===== config.mk =====
export PLATFORM = sky130hd
export DESIGN_NAME = seq_det_ctrl_flat
export DESIGN_NICKNAME = d
export VERILOG_FILES = /design/src/rtl/seq_det_pkg.sv /design/src/rtl/seq_det_ctrl_if.sv /design/src/rtl/seq_det_shadow.sv /design/src/rtl/seq_det_ctrl.sv /design/src/flat_wrapper.sv
export SDC_FILE = /design/constraint.sdc
export NUM_CORES = 1
export LEC_CHECK = 0
export ABC_AREA = 1
export BUFFER_PORTS_ARGS = -buffer_cell sky130_fd_sc_hd__buf_2
export CORE_AREA = 2 2 72 74
export CTS_CLUSTER_SIZE = 20
export DETAILED_ROUTE_END_ITERATION = 6
export DIE_AREA = 0 0 74 76
export GPL_ROUTABILITY_DRIVEN = 0
export MAX_ROUTING_LAYER = met4
export PLACE_DENSITY = 0.72
export SLEW_MARGIN = 5
export SYNTH_ARGS = -nofsm -noshare
export SYNTH_HDL_FRONTEND = slang
export SYNTH_SLANG_ARGS = --single-unit

===== constraint.sdc =====
create_clock -name clk -period 1.5 [get_ports clk]
set_input_delay 0.075 -clock clk [delete_from_list [all_inputs] [get_ports clk]]
set_output_delay 0.075 -clock clk [all_outputs]
set_load 0.02 [all_outputs]

===== src/rtl/seq_det_pkg.sv =====
`default_nettype none
// ============================================================================
//  Module      : seq_det_pkg
//  Description : Shared definitions for the sequence-detector controller:
//                controller state enum, detector one-hot state encodings and
//                a reference next-state function for the detector.
//  Revision    : 1.0 - initial release
// ============================================================================
package seq_det_pkg;

    // Controller phases
    typedef enum logic [1:0] {
        CS_IDLE  = 2'd0,
        CS_FLUSH = 2'd1,
        CS_SHIFT = 2'd2,
        CS_DRAIN = 2'd3
    } ctrl_state_e;

    // Detector one-hot state encodings
    localparam logic [2:0] DET_IDLE    = 3'b001;
    localparam logic [2:0] DET_STATE_1 = 3'b010;
    localparam logic [2:0] DET_FINAL   = 3'b100;

    // Two-consecutive-ones detector: a 0 always returns to IDLE, a 1 advances
    // IDLE->STATE_1 and anything else to FINAL.
    function automatic logic [2:0] det_next(input logic [2:0] cur, input logic a);
        logic [2:0] nxt;
        if (!a) begin
            nxt = DET_IDLE;
        end else if (cur == DET_IDLE) begin
            nxt = DET_STATE_1;
        end else begin
            nxt = DET_FINAL;
        end
        return nxt;
    endfunction

endpackage
`default_nettype wire


===== src/rtl/seq_det_ctrl_if.sv =====
`default_nettype none
// ============================================================================
//  Module      : seq_det_ctrl_if
//  Description : Host-side interface of the sequence-detector controller:
//                start/pattern request and run results.
//  Revision    : 1.0 - initial release
// ============================================================================
interface seq_det_ctrl_if #(
    parameter int LEN   = 16,
    parameter int CNT_W = 5,
    parameter int IDX_W = $clog2(LEN)
);
    logic             start;
    logic [LEN-1:0]   pattern;
    logic             busy;
    logic             done;
    logic [CNT_W-1:0] hit_count;
    logic             hit_found;
    logic [IDX_W-1:0] first_hit_idx;
    logic             mismatch_err;

    // Host side drives requests and observes results
    modport master (
        output start, pattern,
        input  busy, done, hit_count, hit_found, first_hit_idx, mismatch_err
    );

    // Controller side
    modport slave (
        input  start, pattern,
        output busy, done, hit_count, hit_found, first_hit_idx, mismatch_err
    );
endinterface
`default_nettype wire


===== src/rtl/seq_det_shadow.sv =====
`default_nettype none
// ============================================================================
//  Module      : seq_det_shadow
//  Description : Shadow copy of the detector state, advanced from the same
//                registered det_a the detector sees, compared against the
//                detector flags in every sample cycle. Sticky error flag.
//  Revision    : 1.0 - initial release
// ============================================================================
module seq_det_shadow
    import seq_det_pkg::*;
(
    input  wire logic clk,
    input  wire logic rst_n,
    input  wire logic det_a,
    input  wire logic det_out1,
    input  wire logic det_out2,
    input  wire logic sample_en,
    input  wire logic clear,
    output logic      mismatch_err
);

    logic [2:0] r_shadow;
    logic       r_err;
    logic       w_diff;

    // Flags disagree with the shadow, or the detector claims two states at once
    always_comb begin
        w_diff = ({det_out1, det_out2} != {r_shadow == DET_STATE_1, r_shadow == DET_FINAL})
                 || (det_out1 && det_out2);
    end

    // Shadow detector follows det_a exactly as the real detector does
    always_ff @(posedge clk or negedge rst_n) begin
        if (!rst_n) begin
            r_shadow <= DET_IDLE;
        end else begin
            r_shadow <= det_next(r_shadow, det_a);
        end
    end

    // Sticky error, cleared only by a newly accepted run
    always_ff @(posedge clk or negedge rst_n) begin
        if (!rst_n) begin
            r_err <= 1'b0;
        end else if (clear) begin
            r_err <= 1'b0;
        end else if (sample_en && w_diff) begin
            r_err <= 1'b1;
        end
    end

    assign mismatch_err = r_err;

endmodule
`default_nettype wire


===== src/rtl/seq_det_ctrl.sv =====
`default_nettype none
// ============================================================================
//  Module      : seq_det_ctrl
//  Description : Sequencing controller for the two-consecutive-ones detector.
//                Captures a LEN-bit pattern, flushes the detector, shifts the
//                pattern out LSB-first on det_a, counts FINAL samples and
//                pulses done. Optional detector cross-check enabled by
//                defining SEQ_DET_CHECK_EN.
//  Revision    : 1.0 - initial release
// ============================================================================
module seq_det_ctrl
    import seq_det_pkg::*;
#(
    parameter int LEN   = 16,
    parameter int CNT_W = 5,
    parameter int IDX_W = $clog2(LEN)
) (
    input  wire logic           clk,
    input  wire logic           rst_n,
    seq_det_ctrl_if.slave       host,
    output logic                det_a,
    input  wire logic           det_out1,
    input  wire logic           det_out2
);

    localparam logic [1:0] ST_IDLE  = CS_IDLE;
    localparam logic [1:0] ST_FLUSH = CS_FLUSH;
    localparam logic [1:0] ST_SHIFT = CS_SHIFT;
    localparam logic [1:0] ST_DRAIN = CS_DRAIN;

    localparam logic [IDX_W-1:0] C_LAST_IDX = IDX_W'(LEN - 1);
    localparam logic [CNT_W-1:0] C_CNT_MAX  = {CNT_W{1'b1}};

    logic [1:0]       r_state;
    logic [LEN-1:0]   r_shreg;
    logic [IDX_W-1:0] r_bit_cnt;
    logic             r_det_a;
    logic             r_busy;
    logic             r_done;
    logic [CNT_W-1:0] r_hit_count;
    logic             r_hit_found;
    logic [IDX_W-1:0] r_first_idx;

    logic             w_accept;
    logic             w_sample_en;
    logic [IDX_W-1:0] w_samp_idx;
    logic             w_mismatch;

    // Detector output lags det_a by one cycle, so the sample window starts at
    // the second SHIFT cycle and ends in DRAIN; the sampled bit index is one
    // behind the bit counter.
    always_comb begin
        w_accept    = (r_state == ST_IDLE) && host.start;
        w_sample_en = 1'b0;
        w_samp_idx  = '0;
        if (r_state == ST_SHIFT && r_bit_cnt != '0) begin
            w_sample_en = 1'b1;
            w_samp_idx  = r_bit_cnt - IDX_W'(1);
        end else if (r_state == ST_DRAIN) begin
            w_sample_en = 1'b1;
            w_samp_idx  = C_LAST_IDX;
        end
    end

    // Sequencing FSM: state, shift register, bit counter, det_a, busy, done
    always_ff @(posedge clk or negedge rst_n) begin
        if (!rst_n) begin
            r_state   <= ST_IDLE;
            r_shreg   <= '0;
            r_bit_cnt <= '0;
            r_det_a   <= 1'b0;
            r_busy    <= 1'b0;
            r_done    <= 1'b0;
        end else begin
            r_done <= 1'b0;
            case (r_state)
                ST_IDLE: begin
                    r_det_a <= 1'b0;
                    if (w_accept) begin
                        r_shreg <= host.pattern;
                        r_busy  <= 1'b1;
                        r_state <= ST_FLUSH;
                    end
                end
                ST_FLUSH: begin
                    // det_a was 0 this cycle, so the detector lands in IDLE
                    r_det_a   <= r_shreg[0];
                    r_shreg   <= r_shreg >> 1;
                    r_bit_cnt <= '0;
                    r_state   <= ST_SHIFT;
                end
                ST_SHIFT: begin
                    if (r_bit_cnt == C_LAST_IDX) begin
                        r_det_a <= 1'b0;
                        r_state <= ST_DRAIN;
                    end else begin
                        r_det_a   <= r_shreg[0];
                        r_shreg   <= r_shreg >> 1;
                        r_bit_cnt <= r_bit_cnt + IDX_W'(1);
                    end
                end
                ST_DRAIN: begin
                    r_det_a <= 1'b0;
                    r_busy  <= 1'b0;
                    r_done  <= 1'b1;
                    r_state <= ST_IDLE;
                end
                default: begin
                    r_det_a <= 1'b0;
                    r_busy  <= 1'b0;
                    r_state <= ST_IDLE;
                end
            endcase
        end
    end

    // Hit accounting: saturating count and index of the first hit
    always_ff @(posedge clk or negedge rst_n) begin
        if (!rst_n) begin
            r_hit_count <= '0;
            r_hit_found <= 1'b0;
            r_first_idx <= '0;
        end else if (w_accept) begin
            r_hit_count <= '0;
            r_hit_found <= 1'b0;
            r_first_idx <= '0;
        end else if (w_sample_en && det_out2) begin
            if (r_hit_count != C_CNT_MAX) begin
                r_hit_count <= r_hit_count + CNT_W'(1);
            end
            if (!r_hit_found) begin
                r_hit_found <= 1'b1;
                r_first_idx <= w_samp_idx;
            end
        end
    end

`ifdef SEQ_DET_CHECK_EN
    seq_det_shadow u_shadow (
        .clk          (clk),
        .rst_n        (rst_n),
        .det_a        (r_det_a),
        .det_out1     (det_out1),
        .det_out2     (det_out2),
        .sample_en    (w_sample_en),
        .clear        (w_accept),
        .mismatch_err (w_mismatch)
    );
`else
    // Without the checker the STATE_1 flag has no consumer
    logic w_unused_out1;
    assign w_unused_out1 = det_out1;
    assign w_mismatch    = 1'b0;
`endif

    assign det_a              = r_det_a;
    assign host.busy          = r_busy;
    assign host.done          = r_done;
    assign host.hit_count     = r_hit_count;
    assign host.hit_found     = r_hit_found;
    assign host.first_hit_idx = r_first_idx;
    assign host.mismatch_err  = w_mismatch;

endmodule
`default_nettype wire


===== src/flat_wrapper.sv =====
// flat-port wrapper written by rule: the top's interface ports become plain ports
module seq_det_ctrl_flat import seq_det_pkg::*;
#(
    parameter int LEN   = 16,
    parameter int CNT_W = 5,
    parameter int IDX_W = $clog2(LEN)
)
  (clk, rst_n, det_a, det_out1, det_out2, host_start, host_pattern, host_busy, host_done, host_hit_count, host_hit_found, host_first_hit_idx, host_mismatch_err);
  seq_det_ctrl_if #(.LEN(LEN), .CNT_W(CNT_W), .IDX_W(IDX_W)) host_i ();
  input  wire logic clk;
  input  wire logic rst_n;
  output logic det_a;
  input  wire logic det_out1;
  input  wire logic det_out2;
  input wire logic [$bits(host_i.start)-1:0] host_start;
  input wire logic [$bits(host_i.pattern)-1:0] host_pattern;
  output wire logic [$bits(host_i.busy)-1:0] host_busy;
  output wire logic [$bits(host_i.done)-1:0] host_done;
  output wire logic [$bits(host_i.hit_count)-1:0] host_hit_count;
  output wire logic [$bits(host_i.hit_found)-1:0] host_hit_found;
  output wire logic [$bits(host_i.first_hit_idx)-1:0] host_first_hit_idx;
  output wire logic [$bits(host_i.mismatch_err)-1:0] host_mismatch_err;
  assign host_i.start = host_start;
  assign host_i.pattern = host_pattern;
  assign host_busy = host_i.busy;
  assign host_done = host_i.done;
  assign host_hit_count = host_i.hit_count;
  assign host_hit_found = host_i.hit_found;
  assign host_first_hit_idx = host_i.first_hit_idx;
  assign host_mismatch_err = host_i.mismatch_err;
  seq_det_ctrl #(.LEN(LEN), .CNT_W(CNT_W), .IDX_W(IDX_W)) u_core (.clk(clk), .rst_n(rst_n), .host(host_i), .det_a(det_a), .det_out1(det_out1), .det_out2(det_out2));
endmodule

==> results of run 1 <==
repair_timing:
action / 4_1_cts / 5_1_grt
hold endpoints to repair: 17 / 0
buffers inserted: 4 / 3
setup endpoints to repair: 17 / 28
pin swaps: 1 / 2
hold buffers: 1 / 0
gates resized for setup: 5 / 39
gates cloned: 1 / 2
power by group through the flow:
stage / Sequential (mW) / Combinational [mW] / Clock, mW
2_1_floorplan: 1.71 / 2.13 / 0
3_3_place_gp: 1.54 / 3.05 / 0
3_5_place_dp: 1.56 / 3.13 / 0
4_1_cts: 1.54 / 3.41 / 0.904
5_1_grt: 1.60 / 4.24 / 0.948
6_report: 1.56 / 3.85 / 0.883
path summary, 6_finish.rpt:
path	start	end	slack [ns]	cells past startpoint
min reg2reg	u_core.r_shreg[7]	u_core.r_shreg[7]	0.52	2
max in group asynchronous	rst_n	u_core.r_bit_cnt[1]	0.80	3
max reg2reg	u_core.r_state[1]	u_core.r_shreg[0]	-0.02	9
min in group asynchronous	rst_n	u_core.r_shreg[4]	0.26	2
max	u_core.r_state[1]	u_core.r_shreg[0]	-0.02	9
min	host_pattern[15]	u_core.r_shreg[15]	0.03	3
through the flow:
step                      std cells  hold WS (ns)  setup slack, ns
after global routing            351       0.02073         -0.06887
after detailed placement        334       0.04377        -0.001633
after floorplan                 228       -0.2206          0.04275
after global placement          334       0.04166          0.01466
after CTS                       348       0.02767        -0.003414
final                           351       0.02877         -0.02001
sequential cells by signal (all words and copies together) (netlist names):
signal                     count
u_core.det_a                   1
u_core.host.busy               1
u_core.r_bit_cnt               4
u_core.host.hit_found          1
u_core.host.hit_count          5
u_core.r_shreg                16
u_core.host.done               1
u_core.r_state                 2
u_core.host.first_hit_idx      4
routing by layer:
metal | global-route usage [%] | vias up | wire, um
met5 | - | - | 0
met2 | 25.27 | 37 | 2378
met4 | 7.091 | 0 | 80
met1 | 18.84 | 798 | 1844
li1 | - | 843 | -
met3 | 4.233 | 8 | 139
kinds of logic after synthesis:
logic type               count (synthesis)  share of synthesized area [%]
adder cells (fa/ha/maj)                  9                          5.758
XOR/XNOR                                 1                         0.4479
flip-flops                              35                          44.79
buffers and inverters                   43                          10.04
AND/OR/NAND/NOR                         89                          22.65
AO/OA/AOI/OAI                           50                          16.12
other                                    1                         0.1918
critical path, cell delays in order (launching register included):
cell and delay (ns):
dfrtp_1 0.45, inv_2 0.09, ha_4 0.18, inv_2 0.08, nor2_4 0.04, nor3_4 0.19
buf_6 0.16, buf_12 0.14, nand2_2 0.05, o21ai_2 0.06
area by class of cell:
type | instances | area, um2 | area share [%]
clock buffer | 6 | 82.58 | 3.196
clock inverter | 2 | 35.03 | 1.356
inverter | 34 | 130.1 | 5.036
multi-input combinational | 150 | 965.9 | 37.38
sequential | 35 | 875.8 | 33.90
tap | 70 | 87.58 | 3.390
timing repair buffer | 54 | 406.6 | 15.74
cells in the mapped netlist, drive strengths merged:
cell type / instances / area share (%)
a21oi: 6 / 1.5
buf: 7 / 3.1
clkbuf: 2 / 0.38
conb: 1 / 0.19
dfrtp: 35 / 45
ha: 9 / 5.8
inv: 34 / 6.5
nand2: 51 / 11
nand3: 18 / 6.1
nand4: 5 / 1.9
nor2: 12 / 2.4
nor3: 2 / 1.1
nor3b: 1 / 0.38
o21ai: 42 / 14
o22ai: 1 / 0.32
o32ai: 1 / 0.45
xor2: 1 / 0.45
==> results_dict.tcl, run 1 <==
set metrics [dict create \
    antenna_left 0 \
    fin_tns_setup_ns -0.1577 \
    powerDensity_nw_per_um2 2434 \
    final_nets 310 \
    n_fill_cell 434 \
    yosysWarnings 0 \
    dp_hpwl_um 2921 \
    min_period_ns 1.520 \
    seq_area_frac_synth_pct 44.79 \
    postSynthCellCount 228 \
    final_layout_size_suffix_gt1_share_pct 39.50 \
    overflow 0 \
    pwr-share-seq_pct 24.8 \
    violations "setup timing" \
    htreeDepth 2 \
    syn2layout_area_growth_pct 32.12 \
    wl_per_cell_um 12.66 \
    postLayoutCoreUtil_pct 52.60 \
    setup_viol 13 \
    antenna_found_initial 0 \
    cts.sinks 35 \
    cp-end-kind "flop" \
    peakVddDrop_mv 0.8204 \
    synth-seq-cells 35 \
    rsz0062_at_grt "true" \
    hold_class "in -> reg" \
    core_area_um2 4912 \
    p_int_mw 3.518 \
    grt_max_degree 26 \
    postRouteWirelength_um 4442 \
    switching_share_pct 44.07 \
    status "finished with violations" \
    syn_avg_cell_area_um2 8.577 \
    grt_pass1_wl_um 6858 \
    crit_fanout 8 \
    finalCritPeriodShare_pct 101.3 \
    combPwrFrac_pct 61.2 \
    cts_tree "yes" \
    clockBufferDepth 2 \
    critical_path_class "reg -> reg" \
    die_width_um 74 \
    p_total_mw 6.289 \
    final_cell_mix "37 x nand2_1, 35 x dfrtp_1, 32 x buf_2" \
    postLayoutSetupSlackWorst_ns -0.02001 \
    critPathLaunchType "flop" \
    first_pass_iters 4 \
    drcViolationCount 0 \
    numCtsBuffers 5 \
    clkPwrFrac_pct 14.0 \
    drt_iter0_markers 101 \
    worstPathArrival_ns 1.74 \
    vias_per_cell 4.803 \
    report.final.hold_viol_count 0 \
    required_ns 1.72 \
    grt_pass1_vias 1597 \
    syn_nets 258 \
    synth_cell_type_count 29 \
    finClkSkew_ns 0.006581 \
    num_vias 1686 \
    insertion_delay_ns 0.29 \
    grt_use_total_pct 15.98 \
    die_area_um2 5624 \
    drv_slew 0 \
    fin_area_um2 2584 \
    dpl-instance-area_um2 2270 \
    root_buffer "clkbuf_8" \
    die_h_um 76 \
    p_leak_nw 1.276 \
    p_switching_mw 2.772 \
    max_cap_viol_count 0 \
    max_freq_mhz 657.9 \
    insertedDiodeCount 0 \
    clk_pin_slew_ns 0.07 \
    row_count 26 \
    syn_area_um2 1956 \
    layout_commonest_cell "nand2_1" \
    start_util_pct 39.81 \
    io_buffers 32 \
    io_pins 35 \
]
Note: power is estimated with default switching activity, not from simulation.
==> run 2: changes to the inputs <==
--- a/config.mk
+++ b/config.mk
@@ -5,15 +5,14 @@
 export SDC_FILE = /design/constraint.sdc
 export NUM_CORES = 1
 export LEC_CHECK = 0
-export ABC_AREA = 1
 export BUFFER_PORTS_ARGS = -buffer_cell sky130_fd_sc_hd__buf_2
-export CORE_AREA = 2 2 72 74
+export CORE_AREA = 2 2 70 72
 export CTS_CLUSTER_SIZE = 20
 export DETAILED_ROUTE_END_ITERATION = 6
-export DIE_AREA = 0 0 74 76
+export DIE_AREA = 0 0 72 74
 export GPL_ROUTABILITY_DRIVEN = 0
 export MAX_ROUTING_LAYER = met4
-export PLACE_DENSITY = 0.72
+export PLACE_DENSITY = 0.74
 export SLEW_MARGIN = 5
 export SYNTH_ARGS = -nofsm -noshare
 export SYNTH_HDL_FRONTEND = slang
==> run 2 against run 1 <==
  * The flow still finishes with violations (setup timing)
  * Clock power is 2.9% lower
  * Synthesized cell count is 23% lower
  * Die area is 5.3% lower
  * Highest routed layer unchanged
  * Sequential share of layout area is 1.5 points higher
  * Area after synthesis is 3.6% lower
  * Power is 10% lower
  * Combinational power is 17% lower
  * Clock skew is 0.0030 ns higher
  * Final cell count is 18% lower
  * Wire length is 13% lower
  * Register-to-register slack worse by 0.08 ns
==> results_dict.tcl, run 2 <==
set metrics [dict create \
    postRouteWirelength_um 3851 \
    peakVddDrop_mv 1.339 \
    ff2ff_setup_slack_ns -0.1 \
    rr_endpoint "u_core.host.hit_count[1]" \
    dpl-instance-area_um2 2281 \
    start_util_pct 40.98 \
    crit_fanout 6 \
    grt_util_met2_pct 26.03 \
    synth_cell_type_count 37 \
    insertion_delay_ns 0.29 \
    cpMaxStageDelayCell "dfrtp_1" \
    status "finished with violations" \
    grt_busiest_layer "met2" \
    hold_class "in -> reg" \
    synth_edf_count 0 \
    synth_most_common_cell "dfrtp_1" \
    critPathTopFamily "simple AND/OR/NAND/NOR gates" \
    regToRegStartpoint "u_core.r_state[0]" \
    insertedDiodeCount 0 \
    syn2layout_area_growth_pct 31.61 \
    final_nets 264 \
    postLayoutSetupSlackWorst_ns -0.09625 \
    antenna_found_initial 0 \
    powerDensity_nw_per_um2 2274 \
    pre_cts_ws_ns -0.1167 \
    yosys.area.top_type "dfrtp_1" \
    drv_slew 0 \
    ys_top_cells_by_area "dfrtp_1 46%, mux2i_1 8.5%, a21oi_2 6.5%, ha_1 6.0%, nor2_1 5.0%" \
    final_layout_size_suffix_gt1_share_pct 44.26 \
    grt_max_degree 36 \
    numCtsBuffers 5 \
    gr-usage-met3_pct 5.827 \
    report.final.hold_viol_count 0 \
    final_cell_mix "33 x dfrtp_1, 32 x buf_2, 26 x buf_4" \
    row_count 25 \
    syn_nets 206 \
    cts_tree "yes" \
    rsz0062_at_grt "true" \
    synthArstFlopShare_pct 100.0 \
    rr_worst_depth 6 \
    drt_iter0_markers 92 \
    first_pass_iters 4 \
    root_buffer "clkbuf_8" \
    postSynthCellCount 176 \
    io_buffers 32 \
    syn_area_um2 1884 \
    crit_path_cell_trace "ha_2, nor4b_4, nor3_4, buf_4, nand3_1, o21ai_0" \
    max_cap_viol_count 0 \
    hp-start "host_pattern[15]" \
    top_register "u_core.r_shreg" \
    die_h_um 74 \
    finalCritPeriodShare_pct 106.4 \
    num_vias 1460 \
    syn_avg_cell_area_um2 10.71 \
    synth_common_cells "35 x dfrtp_1, 25 x nor2_1, 16 x mux2i_1" \
    required_ns 1.67 \
    io_pins 35 \
    synth-seq-cells 35 \
    fin_area_um2 2480 \
    largest_reg_flops 16 \
    holdWs_ns 0.01954 \
    htreeDepth 2 \
    worstHoldPathCells 3 \
    seq_area_frac_synth_pct 46.48 \
    max_freq_mhz 626.5 \
    dp_hpwl_um 2617 \
    worst-path-buf-inv 1 \
    antenna_left 0 \
    cp-end-kind "flop" \
    die_width_um 72 \
    clockBufferDepth 2 \
    layout_commonest_cell "dfrtp_1" \
    clk_pin_slew_ns 0.08 \
    worst_hold_path.endpoint "u_core.r_shreg[15]" \
    yosysWarnings 0 \
    finClkSkew_ns 0.009578 \
    min_period_ns 1.596 \
    p_leak_nw 1.160 \
    cts.sinks 35 \
    grt_pass1_wl_um 6575 \
    use_met1_pct 19.31 \
    grt_use_total_pct 16.55 \
    critical_path_class "reg -> reg" \
    synth_top_area_share_pct 46.48 \
    violations "setup timing" \
    ys.flop_type "dfrtp_1" \
    grt_pass1_vias 1491 \
    overflow 0 \
    setup_viol 23 \
    critPathLaunchType "flop" \
    vias_per_cell 5.052 \
    wl_per_cell_um 13.33 \
    n_fill_cell 408 \
    worstPathArrival_ns 1.77 \
    core_area_um2 4598 \
    cpPeakStageDelay_ns 0.42 \
    die_area_um2 5328 \
    drcViolationCount 0 \
]
==> run 2: cell families (layout without fill, tap and decap cells) <==
group                      count (synthesis)  in the layout  synth area share, %
and+or+nand+nor                           53             53                14.94
AOI/OAI and AO/OA                         43             43                17.46
DFF                                       35             35                46.48
buffers and inverters                     17             76                5.511
muxes                                     16             16                8.499
adders and majority gates                  9              9                5.976
xor gates and xnor gates                   2              2               0.9298
other                                      1              1               0.1990
==> run 2: worst max path at each step <==
stage	startpoint	to	slack, ns	depth (start not counted)
final	u_core.r_state[0]	u_core.host.hit_count[1]	-0.1	6
after global routing	u_core.r_state[0]	u_core.host.hit_count[4]	-0.20	6
after CTS	u_core.r_state[0]	u_core.host.hit_count[2]	-0.08	6
after detailed placement	u_core.r_state[0]	u_core.host.hit_count[2]	-0.12	6
after global placement	u_core.r_state[0]	u_core.host.hit_count[2]	-0.05	6
after floorplan	u_core.host.hit_count[0]	u_core.host.hit_count[2]	-0.11	6
==> run 2: layer usage <==
layer  wire length [um]  part of all wire (%)
met5                  0                     0
met4                 94                   2.4
met3                171                   4.4
met2               1828                    47
met1               1756                    46
==> run 2: area by class of cell <==
class	count	area (um2)	share of cell area, %
Timing Repair Buffer	62	432.9	17.46
Multi-Input combinational cell	124	965.9	38.95
Inverter	6	22.52	0.9082
Clock inverter	3	43.79	1.766
Clock buffer	5	68.82	2.775
Tap cell	54	67.56	2.725
Sequential cell	35	878.3	35.42
==> run 2: where the power goes <==
part | leakage [nW] | internal, mW | switching, mW
clock network | 0.0581 | 0.495 | 0.362
logic | 0.674 | 1.58 | 1.62
registers | 0.428 | 1.34 | 0.237
total | 1.16 | 3.42 | 2.22
==> run 2: stage by stage <==
stage | instances | power [mW] | setup TNS [ns] | utilization [%]
6_report | 289 | 5.640 | -1.186 | 53.93
3_3_place_gp | 275 | 4.472 | -0.1395 | 49.61
4_1_cts | 288 | 5.617 | -0.9729 | 53.42
3_5_place_dp | 275 | 4.559 | -0.6331 | 49.61
2_1_floorplan | 176 | 3.756 | -0.2227 | -
5_1_grt | 289 | 6.079 | -3.317 | 53.93
==> run 2: worst reg2reg max path, stage by stage, from the launching register on <==
cell,delay [ns]
dfrtp_1,0.42
ha_2,0.24
nor4b_4,0.41
nor3_4,0.11
buf_4,0.15
nand3_1,0.06
o21ai_0,0.09
==> run 2: repair_timing <==
action | CTS | global route
gates cloned | 1 | 0
pin swaps | 1 | 3
hold buffers | 1 | 0
hold endpoints to repair | 35 | 0
buffers inserted | 3 | 1
setup endpoints to repair | 25 | 26
gates resized for setup | 2 | 3
